**src/rtl/fadd_ftoi_seq.sv**
```systemverilog
// Iterative IEEE-754 single to saturated int32 converter with RNE rounding.
// Optional macro FTOI_TRUNC_EN adds a per-operation round-toward-zero input.
module fadd_ftoi_seq #(
   parameter int unsigned STEP = 1
) (
   input  logic        clk,
   input  logic        rst,
   input  logic        in_valid,
   output logic        in_ready,
   input  logic [31:0] a,
`ifdef FTOI_TRUNC_EN
   input  logic        trunc,
`endif
   output logic        out_valid,
   input  logic        out_ready,
   output logic [31:0] res,
   output logic        ovf
);

   localparam int unsigned CW = 5;

   typedef enum logic [1:0] {S_IDLE, S_SHIFT, S_ROUND, S_DONE} state_t;

   state_t          r_state;
   logic            r_s;
   logic            r_left;
   logic            r_trunc;
   logic [31:0]     r_mag;
   logic            r_g;
   logic            r_st;
   logic [CW-1:0]   r_cnt;
   logic [31:0]     r_res;
   logic            r_ovf;
   logic            r_out_valid;

   logic [7:0]      w_e;
   logic [23:0]     w_m;
   logic [7:0]      w_rdist;
   logic [CW-1:0]   w_cnt0;
   logic            w_trunc_in;
   logic [CW-1:0]   w_amt;
   logic [31:0]     w_mask;
   logic [31:0]     w_low;
   logic            w_gbit;
   logic            w_st_nx;
   logic            w_inc;
   logic [31:0]     w_rmag;
   logic [31:0]     w_sat;

`ifdef FTOI_TRUNC_EN
   assign w_trunc_in = trunc;
`else
   assign w_trunc_in = 1'b0;
`endif

   assign in_ready  = (r_state == S_IDLE) & ~rst;
   assign out_valid = r_out_valid;
   assign res       = r_res;
   assign ovf       = r_ovf;

   // Operand unpack, per-cycle shift slice and rounding increment
   always_comb begin
      w_e     = a[30:23];
      w_m     = {|a[30:23], a[22:0]};
      w_rdist = 8'd150 - w_e;
      w_cnt0  = 5'd0;
      if (w_e > 8'd150)
         w_cnt0 = CW'(w_e - 8'd150);
      else if (w_rdist > 8'd25)
         w_cnt0 = 5'd25;
      else
         w_cnt0 = CW'(w_rdist);
      w_sat   = (a[31] && !(w_e == 8'd255 && a[22:0] != 23'd0)) ? 32'h8000_0000 : 32'h7FFF_FFFF;

      w_amt   = (r_cnt < CW'(STEP)) ? r_cnt : CW'(STEP);
      w_mask  = (32'd1 << w_amt) - 32'd1;
      w_low   = r_mag & w_mask;
      w_gbit  = 1'b0;
      if (w_amt != 5'd0)
         w_gbit = r_mag[w_amt - 5'd1];
      // Bits below the new guard, plus the old guard, fold into sticky
      w_st_nx = r_st | r_g | (|(w_low & (w_mask >> 1)));

      w_inc   = r_g & (r_st | r_mag[0]) & ~r_trunc;
      w_rmag  = r_mag + {31'd0, w_inc};
   end

   always_ff @(posedge clk) begin
      if (rst) begin
         r_state     <= S_IDLE;
         r_s         <= 1'b0;
         r_left      <= 1'b0;
         r_trunc     <= 1'b0;
         r_mag       <= 32'd0;
         r_g         <= 1'b0;
         r_st        <= 1'b0;
         r_cnt       <= 5'd0;
         r_res       <= 32'd0;
         r_ovf       <= 1'b0;
         r_out_valid <= 1'b0;
      end else begin
         case (r_state)
            S_IDLE: begin
               if (in_valid) begin
                  r_s     <= a[31];
                  r_trunc <= w_trunc_in;
                  r_mag   <= {8'd0, w_m};
                  r_g     <= 1'b0;
                  r_st    <= 1'b0;
                  r_left  <= (w_e > 8'd150);
                  r_cnt   <= w_cnt0;
                  if (a == 32'hCF00_0000) begin
                     r_res       <= 32'h8000_0000;
                     r_ovf       <= 1'b0;
                     r_out_valid <= 1'b1;
                     r_state     <= S_DONE;
                  end else if (w_e >= 8'd158) begin
                     r_res       <= w_sat;
                     r_ovf       <= 1'b1;
                     r_out_valid <= 1'b1;
                     r_state     <= S_DONE;
                  end else if (w_e == 8'd0) begin
                     r_res       <= 32'd0;
                     r_ovf       <= 1'b0;
                     r_out_valid <= 1'b1;
                     r_state     <= S_DONE;
                  end else if (w_e == 8'd150) begin
                     r_state <= S_ROUND;
                  end else begin
                     r_state <= S_SHIFT;
                  end
               end
            end
            S_SHIFT: begin
               if (r_left) begin
                  r_mag <= r_mag << w_amt;
               end else begin
                  r_mag <= r_mag >> w_amt;
                  r_g   <= w_gbit;
                  r_st  <= w_st_nx;
               end
               r_cnt <= r_cnt - w_amt;
               if (r_cnt == w_amt)
                  r_state <= S_ROUND;
            end
            S_ROUND: begin
               r_res       <= r_s ? (32'd0 - w_rmag) : w_rmag;
               r_ovf       <= 1'b0;
               r_out_valid <= 1'b1;
               r_state     <= S_DONE;
            end
            S_DONE: begin
               if (out_ready) begin
                  r_out_valid <= 1'b0;
                  r_state     <= S_IDLE;
               end
            end
            default: r_state <= S_IDLE;
         endcase
      end
   end

endmodule

```
**config.mk**
```make
export PLATFORM = sky130hd
export DESIGN_NAME = fadd_ftoi_seq
export DESIGN_NICKNAME = d
export VERILOG_FILES = /design/src/rtl/fadd_ftoi_seq.sv
export SDC_FILE = /design/constraint.sdc
export NUM_CORES = 1
export LEC_CHECK = 0
export CAP_MARGIN = 25
export CORE_AREA = 2 2 137 139
export DETAILED_ROUTE_END_ITERATION = 16
export DIE_AREA = 0 0 139 141
export SYNTH_ARGS = -nofsm -noshare
export SYNTH_HDL_FRONTEND = slang
export SYNTH_SLANG_ARGS = --single-unit
```
**constraint.sdc**
```tcl
create_clock -name clk -period 3.02 [get_ports clk]
set_clock_uncertainty 0.05 [all_clocks]
set_input_delay 0.453 -clock clk [delete_from_list [all_inputs] [get_ports clk]]
set_output_delay 0.453 -clock clk [all_outputs]
set_load 0.005 [all_outputs]
```
Word level (Yosys, flattened, before mapping)
Cells that the tools add are included.
{ "totals": {"ff_bits": 77, "output_inout_bits": 35, "wordCells": 105, "input_bits": 36} }
{ "op_classes": {"eq_ne": 12, "order_cmp": 5, "addsub": 7, "bitwise_logic": 8, "muxes": 42, "n_shift": 3, "reduce_logical": 18} }
{ "ops": {"columns": ["operator", "count"], "rows": [
  ["two-way mux 32 bit", 8],
  ["case mux 32 bit (2 select lines)", 2],
  ["adder 32 x 1 -> 32 bit", 1],
  ["bitwise AND 32 x 31 -> 32 bit", 1],
  ["bitwise AND 32 bit", 1],
  ["== test 32 bit, second input constant", 1],
  ["OR reduction 32 bit", 1],
  ["left shift 1 x 5 -> 32 bit, first input constant", 1],
  ["left shift 32 x 5 -> 32 bit", 1],
  [">> shifter 32 x 5 -> 32 bit", 1],
  ["subtractor 1 x 32 -> 32 bit, first input constant", 1],
  ["subtractor 32 x 1 -> 32 bit, second input constant", 1],
  ["nonzero test 23 bit", 1],
  ["two-way mux 5 bit", 4],
  ["== test 8 bit, second input constant", 2],
  ["two-way mux 1 bit", 14],
  ["two-way mux 2 bit", 7],
  ["case mux 5 bit (2 select lines)", 1],
  ["AND reduction 3 bit", 3],
  [">= comparator 8 bit, second input constant", 1],
  ["> comparator 8 x 5 -> 1 bit, second input constant", 1],
  ["> comparator 8 bit, second input constant", 1],
  ["zero test 8 bit", 1],
  ["!= test 2 bit, second input constant", 4],
  ["26 further kinds", 35]
]} }

Depth between registers and ports, before layout
{ "logic_depth": {"ltp_word": 10, "depth_mapped": 13, "ltp_nobuf": 11} }

Least setup slack after synthesis
No wires, ideal clock.
{ "synth_timing": {"kind": "register -> register", "startpoint": "reg r_mag[0]", "endpoint": "reg r_res[25], in the netlist res[25]", "setup_slack_ps": 84, "t_required_ps": 2908, "synth_period_minus_slack_ps": 2936, "setup_ps": 62, "arrival_ps": 2824, "path_buffers": 1, "path_stages_with_launch": 12, "cell_sequence": "dfxtp_1 > buf_2 > and2_1 > ha_1 > nand3_4 > xnor2_1 > nor3_2 > o2111ai_2 > nor4_4 > a31oi_1 > or4b_1 > nand3_1"} }
{ "synth_between": {"elab_chain_cells": 6} }
{ "synth_lines": {"columns": ["element", "line_no", "rtl"], "rows": [
  ["start, declared", "28", "logic [31:0] r_mag;"],
  ["start signal, assigned", "107", "r_mag <= {8'd0, w_m};"],
  ["start signal, assigned", "136", "r_mag <= r_mag << w_amt;"],
  ["start signal, assigned", "138", "r_mag <= r_mag >> w_amt;"],
  ["bitwise OR 1 bit", "84", "w_inc = r_g & (r_st | r_mag[0]) & ~r_trunc;"],
  ["bitwise AND 1 bit", "84", null],
  ["adder 32 x 1 -> 32 bit *", "85", "w_rmag = r_mag + {31'd0, w_inc};"],
  ["subtractor 1 x 32 -> 32 bit", "147", "r_res <= r_s ? (32'd0 - w_rmag) : w_rmag;"],
  ["two-way mux 32 bit *", "147", null],
  ["case mux 32 bit (2 select lines) *", "102", "case (r_state)"],
  ["end signal, assigned", "118", "r_res <= w_sat;"],
  ["end signal, assigned", "147", null],
  ["end, declared", "32", "logic [31:0] r_res;"]
]} }
Mark *: on every way between the ends. The rest lies on a longest branch, timed or not.
A chain may end at the register's enable or synchronous reset.

Worst setup path in the final report
{ "layout_timing": {"startpoint": "reg r_mag[5]", "endpoint": "reg r_res[31], in the netlist res[31]"} }
{ "layout_between": {"elab_chain_cells": 4} }
{ "layout_lines": {"columns": ["element", "line_no"], "rows": [
  ["adder 32 x 1 -> 32 bit *", "85"],
  ["subtractor 1 x 32 -> 32 bit", "147"],
  ["two-way mux 32 bit *", "147"],
  ["case mux 32 bit (2 select lines) *", "102"]
]} }
Marked as above.

==> metrics.md <==
| Metric | Value |
|---|---|
| RSZ-0062 raised after global routing | `false` |
| Met1 Use GR | `0.281` |
| Routed vias/inst | `approximately 5.4` |
| Critical Path RT | `around 3.2 ns` |
| Final WS setup | `around 0.19 ns` |
| Worst Hold Path EP | `r_left$_SDFFE_PP0P_` |
| Final nets | `around 1000` |
| Outcome | `complete, no violations` |
| Grt ovf | `0` |
| Vias in the first global route | `a little over 6000` |
| Slew Viols, Final | `0` |
| Post-synth EDFFs | `0` |
| MaxCap Viol Count | `0` |
| First-pass GRT wire length | `between 30000 and 40000 um` |
| I/O pin cnt | `a little over 70` |
| Worst r2r dst | `res[31]$_SDFFE_PP0P_` |
| CP Class | `reg2reg` |
| DR iter-0 viols | `around 530` |
| Seq cells post-synth | `between 70 and 80` |
| Dpl cells | `between 1000 and 1500` |
| Max Root-Sink Buffers | `2` |
| Core box area | `approximately 18000 sq um` |
| Power Density | `872 nW/um^2` |
| Clock Sinks | `between 70 and 80` |
| Full die area | `19600 sq um` |
| LEAKAGE | `around 3.1 nW` |
| Hold_ws | `0.441 ns` |
| Worst hold stages | `2` |
| Filler Cells Inserted | `about 1900` |
| Dpl ws | `-0.133 ns` |
| Port Buf Inserts | `70` |
| Routed len/inst | `roughly 16 um` |
| Initial antenna violation count | `0` |
| HPWL after DPL | `around 14000 um` |
| Maximum clock rate | `between 0.3 and 0.4 GHz` |
| Top_reg_cell synth | `dfxtp_1` |
| Crit. End Element | `flip-flop` |
| Die Width | `between 100 and 150 um` |
| Die Height | `approximately 140 um` |
| Placed inst area | `roughly 7900 sq um` |
| Synthesized area per cell | `roughly 7.5 sq um` |
| Fraction of registers with async set/reset | `0` |
| Synth Net Count | `888` |
| Synth warnings | `0` |
| Slew margin rel. | `0.456` |
| Slew of the pin with the lowest slew margin | `between 0.8 and 0.9 ns` |
| Sequential fraction of the synthesis area | `0.245` |
| Minimum clock period | `2.83 ns` |
| Tcrit/Tclk final | `0.937` |
| ANT nets after route | `0` |
| Worst setup SP type | `flip-flop` |
| Commonest non-fill, non-tap cells in the layout | `buf_4, nor2_1, dfxtp_1` |
| Layout cells sized above 1 | `0.203` |
| Final setup fails | `0` |
| Final Hold Fails | `0` |
| M3 GR Usage | `0.0319` |
| Hold path start | `r_left$_SDFFE_PP0P_` |
| Total GRT Usage | `0.194` |
| Synthesized area | `between 6000 and 7000 sq um` |
| Syn Inst Count | `around 830` |
| Largest net degree at the start of global routing | `41` |
| Min-delay worst type | `reg2reg` |
| Met2 usage | `0.302` |
| CTS tree | `yes` |
| Reg-to-Reg Start | `r_mag[5]$_SDFFE_PP0P_` |
| Cell Rows | `50` |
| R2R setup slack | `between 0.15 and 0.2 ns` |
| DRC violations left | `0` |
| Busiest metal layer after global routing | `met2` |
| Vias after detailed routing | `between 6000 and 7000` |
| Layout Area Growth over Synthesis | `30.9%` |
| Worst EP arrival | `around 3.0 ns` |
| Worst VDD drop | `about 0.00037 V` |
| Synth cell types | `80` |
| Routed Wire Length | `approximately 19000 um` |
| Antenna diode count | `0` |
| Initial Util | `0.344` |
| Reg clk slew, reported paths | `0.06 ns` |
| Gp weighted congestion | `around 0.86` |
| Worst-case reg-to-reg path depth | `9` |
| CTS Root Cell | `clkbuf_16` |
| First-pass iteration count of the detailed router | `5` |
| # H-tree levels | `3` |
| Final Non-Filler Cells | `1200` |
| Clock latency at the later pin of the worst-skew pair | `between 0.3 and 0.4 ns` |
| Finished Cell Area | `a little over 8000 sq um` |
| Worst Path Max Fanout | `8` |
| CTS buffer count | `9` |
| Commonest non-fill, non-tap cell in the layout | `buf_4` |
-- Yosys cell counts, types with 4 or more instances --
cell type / count / share of area
o21ai_0: 53 / 0.042
mux2i_1: 11 / 0.018
buf_2: 13 / 0.010
and3_1: 8 / 0.0080
buf_4: 5 / 0.0060
dfxtp_1: 77 / 0.25
a311oi_1: 4 / 0.0056
a211oi_1: 8 / 0.0096
o31ai_1: 7 / 0.0084
nand3_1: 41 / 0.033
xnor2_1: 35 / 0.049
nor2_1: 101 / 0.060
nand2b_1: 6 / 0.0060
o21a_1: 6 / 0.0072
mux2_2: 22 / 0.039
or3_1: 6 / 0.0060
clkbuf_1: 50 / 0.030
o21ai_1: 5 / 0.0040
o22ai_1: 5 / 0.0050
or2_2: 8 / 0.0080
xor2_1: 19 / 0.026
o2111ai_1: 4 / 0.0056
nor3_1: 22 / 0.018
inv_1: 23 / 0.014
a22oi_1: 9 / 0.011
nand2_1: 62 / 0.037
a2111oi_0: 6 / 0.0084
a222oi_1: 9 / 0.014
nand4_1: 19 / 0.019
nor4_1: 17 / 0.017
a31oi_1: 12 / 0.012
ha_1: 18 / 0.036
and2_1: 8 / 0.0080
o211ai_1: 7 / 0.0084
a21oi_1: 54 / 0.043
-- registers in the layout, indices dropped and copies added (netlist names) --
signal	cells
out_valid	1
r_s	1
r_state	2
ovf	1
res	32
r_g	1
r_left	1
r_st	1
r_mag	32
r_cnt	5
-- worst max-delay path, cell delays in order, from the launching register on --
cell,delay (ns)
dfxtp_1,0.44
nand3_1,0.36
or4_4,0.55
o31a_1,0.32
nor3_2,0.17
nor3_1,0.07
buf_4,0.18
and2_1,0.17
a311oi_1,0.25
o31ai_1,0.13
-- cells by family after synthesis --
kind of cell / after synthesis / share of synthesized area
AND/OR/NAND/NOR: 332 / 0.280
AO/OA/AOI/OAI: 219 / 0.232
buffers and inverters: 95 / 0.0625
flip-flops: 77 / 0.245
XOR/XNOR: 56 / 0.0805
multiplexers: 34 / 0.0606
adder cells (fa/ha/maj): 19 / 0.0375
other: 2 / 0.00120
-- power by group --
part           total (mW)  internal, mW  switching [mW]  leakage [nW]
clock                1.11         0.659           0.447         0.140
sequential           1.65          1.37           0.287         0.632
combinational        4.41          2.00            2.41          2.33
-- what timing repair did --
action	in CTS	in global routing
buffers inserted	0	2
hold buffers	0	0
setup endpoints to repair	0	12
resized for setup	0	9
-- layout make-up --
type                            count  area (sq um)  area share
Clock buffer                       10           239      0.0291
Clock inverter                      6          62.6     0.00761
Inverter                           26          97.6      0.0119
Multi-Input combinational cell    662          4390       0.534
Sequential cell                    77          1540       0.187
Tap cell                          234           293      0.0356
Timing Repair Buffer              185          1600       0.194
-- per-layer routing --
| metal | routed length, um | vias to the layer above |
|---|---|---|
| met5 | 0 | - |
| met4 | 223 | 0 |
| met3 | 848 | 15 |
| met2 | 8230 | 157 |
| met1 | 9480 | 3038 |
| li1 | - | 3311 |
-- metrics by stage --
step                TNS (ns)  utilization  power, mW
floorplan                  0            -       4.27
global placement      -0.253        0.431       5.97
detailed placement     -2.10        0.431       6.00
CTS                        0        0.447       7.13
global route               0        0.450       7.76
finish                     0        0.450       7.17
-- worst max path at each step --
stage / from / to / slack [ns] / depth (start not counted)
2_1_floorplan: r_mag[0]$_SDFFE_PP0P_ / res[25]$_SDFFE_PP0P_ / 0.08 / 11
3_3_place_gp: a[24] / r_cnt[4]$_SDFFE_PP0P_ / -0.05 / 11
3_5_place_dp: a[22] / res[25]$_SDFFE_PP0P_ / -0.13 / 12
4_1_cts: r_mag[0]$_SDFFE_PP0P_ / res[23]$_SDFFE_PP0P_ / 0.02 / 11
5_1_grt: a[22] / res[26]$_SDFFE_PP0P_ / 0.006 / 13
6_report: r_mag[5]$_SDFFE_PP0P_ / res[31]$_SDFFE_PP0P_ / 0.19 / 9
No activity file was read; power rests on OpenSTA's default activity.
